`config.mk`:
```
export PLATFORM = sky130hd
export DESIGN_NAME = len_arbiter
export DESIGN_NICKNAME = d
export VERILOG_FILES = /design/src/rtl/len_arbiter.sv
export SDC_FILE = /design/constraint.sdc
export NUM_CORES = 1
export LEC_CHECK = 0
export ABC_AREA = 1
export BUFFER_PORTS_ARGS = -buffer_cell sky130_fd_sc_hd__buf_2
export CAP_MARGIN = 30
export CORE_MARGIN = 2
export CORE_UTILIZATION = 50
export CTS_BUF_LIST = sky130_fd_sc_hd__clkbuf_4 sky130_fd_sc_hd__clkbuf_8
export CTS_CLUSTER_SIZE = 10
export DETAILED_ROUTE_END_ITERATION = 12
export PLACE_DENSITY = 0.95
export RECOVER_POWER = 50
export SETUP_SLACK_MARGIN = 0.5
export SYNTH_ARGS = -nofsm -noshare
export SYNTH_HDL_FRONTEND = slang
export SYNTH_SLANG_ARGS = --single-unit
```
`constraint.sdc`:
```
create_clock -name clk -period 2.3 [get_ports clk]
set_clock_uncertainty 0.1 [all_clocks]
set_input_delay 0.46 -clock clk [delete_from_list [all_inputs] [get_ports clk]]
set_output_delay 0.46 -clock clk [all_outputs]
set_load 0.02 [all_outputs]
```
`src/rtl/len_arbiter.sv`:
```
// Two-requester round-robin front end for a shared bit-length unit.
// Each operation is latched, issued to the unit, and completed with either
// the unit's result or a timeout error. A new request can be arbitrated in
// the same cycle that the previous completion pulses done.
module len_arbiter #(
  parameter int unsigned TIMEOUT = 8
) (
  input  logic        clk,
  input  logic        rstn,
  input  logic        req0,
  input  logic        req1,
  input  logic [63:0] num0,
  input  logic [63:0] num1,
  output logic        ack0,
  output logic        ack1,
  output logic        done0,
  output logic        done1,
  output logic [7:0]  len_out,
  output logic        err,
  output logic        busy,
  output logic        gl_md_start,
  output logic [63:0] gl_num,
  input  logic [7:0]  gl_len_in,
  input  logic        gl_md_end
);

  typedef enum logic [1:0] {StIdle, StIssue, StWait} state_e;

  localparam logic [7:0] TimeoutLast = 8'(TIMEOUT - 1);

  state_e      r_state, w_state_d;
  logic        r_grant;    // requester owning the operation in flight
  logic        r_last;     // requester served most recently
  logic [63:0] r_operand;
  logic [7:0]  r_cnt;
  logic [7:0]  r_len;
  logic        r_err;
  logic        r_done0, r_done1;

  logic        w_any;
  logic        w_win;
  logic        w_timeout;
  logic        w_complete;

  // Round-robin pick: a lone requester wins, a tie goes to the one not served last.
  always_comb begin
    w_any = req0 | req1;
    w_win = 1'b0;
    if (req0 && req1) begin
      w_win = ~r_last;
    end else begin
      w_win = req1;
    end
  end

  // Next-state logic; completion is a result strobe or the final allowed WAIT cycle.
  always_comb begin
    w_state_d  = r_state;
    w_timeout  = (r_cnt == TimeoutLast);
    w_complete = 1'b0;
    unique case (r_state)
      StIdle: begin
        if (w_any) w_state_d = StIssue;
      end
      StIssue: begin
        w_state_d = StWait;
      end
      StWait: begin
        // gl_md_end takes priority over a simultaneous timeout
        if (gl_md_end || w_timeout) begin
          w_complete = 1'b1;
          w_state_d  = StIdle;
        end
      end
      default: begin
        w_state_d = StIdle;
      end
    endcase
  end

  // State register.
  always_ff @(posedge clk or negedge rstn) begin
    if (!rstn) begin
      r_state <= StIdle;
    end else begin
      r_state <= w_state_d;
    end
  end

  // Operand/grant capture, WAIT counter and registered completion outputs.
  always_ff @(posedge clk or negedge rstn) begin
    if (!rstn) begin
      r_grant   <= 1'b0;
      r_last    <= 1'b1;  // requester 0 wins the first tie
      r_operand <= '0;
      r_cnt     <= '0;
      r_len     <= '0;
      r_err     <= 1'b0;
      r_done0   <= 1'b0;
      r_done1   <= 1'b0;
    end else begin
      r_done0 <= 1'b0;
      r_done1 <= 1'b0;
      r_err   <= 1'b0;
      if (r_state == StIdle && w_any) begin
        r_operand <= w_win ? num1 : num0;
        r_grant   <= w_win;
      end
      if (r_state == StIssue) begin
        r_cnt <= '0;
      end else if (r_state == StWait && !w_complete) begin
        r_cnt <= r_cnt + 8'd1;
      end
      if (w_complete) begin
        r_len   <= gl_md_end ? gl_len_in : 8'd0;
        r_err   <= ~gl_md_end;
        r_done0 <= ~r_grant;
        r_done1 <= r_grant;
        r_last  <= r_grant;
      end
    end
  end

  assign ack0        = (r_state == StIssue) && !r_grant;
  assign ack1        = (r_state == StIssue) && r_grant;
  assign gl_md_start = (r_state == StIssue);
  assign busy        = (r_state != StIdle);
  assign gl_num      = r_operand;
  assign len_out     = r_len;
  assign err         = r_err;
  assign done0       = r_done0;
  assign done1       = r_done1;

endmodule

```
==> impl_metrics.csv <==
group,metric,value,unit
status,outcome,"finished clean",
detailed_routing,first_pass_iters,5,
yosys,synth_seq_cells,87,
timing,hold_slack,0.245,ns
timing,setup_ws,0.473,ns
critical_path,critPathKind,"reg2out",
yosys,synth_top_family_by_area,"simple AND/OR/NAND/NOR gates",
yosys,netlist_instances,494,
floorplanning,core.rowCount,32,
cells_and_area,final_area,5380,sq um
clock_network,cts_sinks,87,
worst_hold_path,whs_path_depth,3,
placement,place_hpwl,8880,microns
yosys,synth-xor-area-share,0.00217,
power,powerDensity,1320,nW/um^2
yosys,synth_compound_area_frac,0.163,
detailed_routing,wl_per_cell,15.0,microns
worst_hold_path,hold_path.class,"in2reg",
clock_network,cts.clk_slew.worst_paths,0.08,ns
yosys,ys_types,22,
critical_path,worstPathMaxFanout,4,
yosys,yosysWarningCount,0,
critical_path,reg2reg_to,"gl_num[28]$_DFFE_PN0P_",
critical_path,crit_path_max_incr_delay,0.37,ns
yosys,netlist.area_leader.share,0.533,
clock_network,cts-root-buf,"clkbuf_8",
grt,grt_pass1_vias,4028,
grt,overflow,0,
run,maxCapViolCount,0,
floorplanning,die_w,93.8,microns
grt,grt_start_max_net_pins,65,
critical_path,critical_path.startpoint_type,"flip-flop",
critical_path,r2r_start,"r_state[1]$_DFFE_PN0P_",
yosys,syn-cell-area,4030,sq um
yosys,synth_largest_area_cell,"dfrtp_1",
yosys,synth.avg_cell_area,8.17,sq um
cells_and_area,finalNonFillerCells,815,
clock_network,cts_tree,"built",
critical_path,cp_cell_sequence,"clkinv_2 -> nor2_4 -> clkinv_4 -> nor2_4 -> buf_6",
placement,placed_cells,792,
cells_and_area,drive_gt1_frac,0.320,
grt,grt_usage,0.270,
yosys,synthSimpleGateAreaFrac,0.227,
critical_path,cpMaxStageDelayCell,"dfrtp_1",
timing,fin_crit_sh,0.795,
detailed_routing,drt_iter0_drc,215,
floorplanning,die_h,93.8,microns
detailed_routing,drt-total-wl,12300,microns
floorplanning,initial_core_util,0.519,
timing,slew_headroom,0.614,
grt,antenna_found_initial,0,
detailed_routing,drc,0,
timing,fin_tns_setup,0,ns
detailed_routing,via_count,4382,
clock_network,clk_path_buf_depth,2,
critical_path,r2r_setup_slack,0.56,ns
timing,setup_viol,0,
critical_path,worst_path_most_repeated_cell,"nor2_4",
cells_and_area,syn2layout_area_growth,33.4,%
critical_path,cp.required,1.74,ns
yosys,synthMuxAreaShare,0,
yosys,synth_nets,636,
floorplanning,fp.dieArea,8800,sq um
power,leakage,2.79,nW
timing,grt_setup_unrepaired,"true",
timing,post-route-min-period,1.83,ns
timing,slew_viol_final,0,
power,ir_drop,803,uV
grt,grt_pass1_wl,18800,microns
cells_and_area,finalCoreUtilization,0.693,
detailed_routing,ant_nets,0,
placement,globalplace.congestion,0.877,
placement,pre_cts_slack,0.498,ns
placement,post_dp_cell_area,5170,sq um
worst_hold_path,whs_endpoint,"len_out[1]$_DFFE_PN0P_",
timing,worst_slew_pin_slew,0.580,ns
placement,portBuffers,219,
worst_hold_path,min_from,"gl_len_in[1]",
critical_path,cp-end-kind,"primary output",
timing,hold_viol_final,0,
clock_network,h-tree-depth,3,
yosys,yosys.area_share.adder,0.00310,
detailed_routing,vias_per_cell,5.38,
yosys,synthTopCellsByArea,"dfrtp_1 53%, o21ai_1 11%, nand2_1 10%, nor2_1 7.4%, o21ai_0 5.6%",
critical_path,cp_data_arrival_time,1.27,ns
cells_and_area,nets,850,
yosys,seq_area_frac_synth,0.540,
critical_path,crit_start,"r_state[0]$_DFFE_PN0P_",
floorplanning,ios,220,
timing,fmax,547,MHz
clock_network,clock_latency,0.34,ns
critical_path,r2r_cells,6,
floorplanning,core_area,7770,sq um
clock_network,cts_made_buffers,9,
power,power.total,7.09,mW
Yosys cell counts (all sizes together):
master	n
buf	23
clkbuf	8
clkinv	1
dfrtp	86
dfstp	1
ha	1
inv	15
nand2	114
nand3	30
nand3b	2
nor2	81
o21ai	131
xor2	1
cell type report:
type                       count  area (sq um)
tap                          102           128
inverter                      16          66.3
antenna                        1          2.50
sequential                    87          2180
clock buffer                  11           145
fill                         608          2390
clock inverter                 4          22.5
timing repair buffer         234          1220
multi-input combinational    360          1610
kinds of logic after synthesis:
family / after synthesis
simple gates: 227
buf+inv: 47
fa+ha+maj: 1
flops: 87
xor+xnor: 1
compound gates: 131
power by group:
group	switching [mW]	total, mW	internal (mW)
registers	0.423	2.65	2.23
clock network	0.508	0.931	0.423
logic	2.36	3.51	1.14
metal layers:
layer | vias to the layer above | part of all wire | track usage | wire (microns)
li1 | 2047 | - | - | -
met2 | 251 | 0.52 | 0.476 | 6370
met4 | 0 | 0.020 | 0.0857 | 249
met1 | 2053 | 0.38 | 0.335 | 4680
met5 | - | 0 | 0 | 0
met3 | 31 | 0.078 | 0.0514 | 960
critical path: cells and delay by family, from the launching register on:
family        cells  cell delay (ns)
flops             1             0.37
simple gates      2             0.25
buf+inv           3             0.32
worst max-delay path by stage:
stage,endpoint,cells after the start
5_1_grt,ack0,5
3_5_place_dp,gl_num[28]$_DFFE_PN0P_,7
4_1_cts,ack0,4
6_report,ack1,5
2_1_floorplan,ack0,5
3_3_place_gp,gl_num[59]$_DFFE_PN0P_,7
sequential cells by signal, indices dropped and copies added (netlist names):
signal / cells
done0: 1
done1: 1
err: 1
gl_num: 64
len_out: 8
r_cnt: 8
r_grant: 1
r_last: 1
r_state: 2
what timing repair did:
| action | 4_1_cts | 5_1_grt |
|---|---|---|
| gates resized for setup | 5 | 8 |
| setup buffers | 1 | 5 |
| endpoints found under the setup margin | 2 | 27 |
| endpoints found under the hold margin | 19 | 0 |
| hold buffers | 1 | 0 |
| pin swaps | 0 | 1 |
placed cells by master, fill, tap and decap left out, types with 9 or more instances in the layout:
master,n
buf_2,180
buf_4,9
clkbuf_1,36
clkbuf_8,10
dfrtp_1,86
inv_1,10
nand2_1,111
nand3_1,29
nor2_1,76
o21ai_0,45
o21ai_1,86
(Power assumes the default switching activity.)
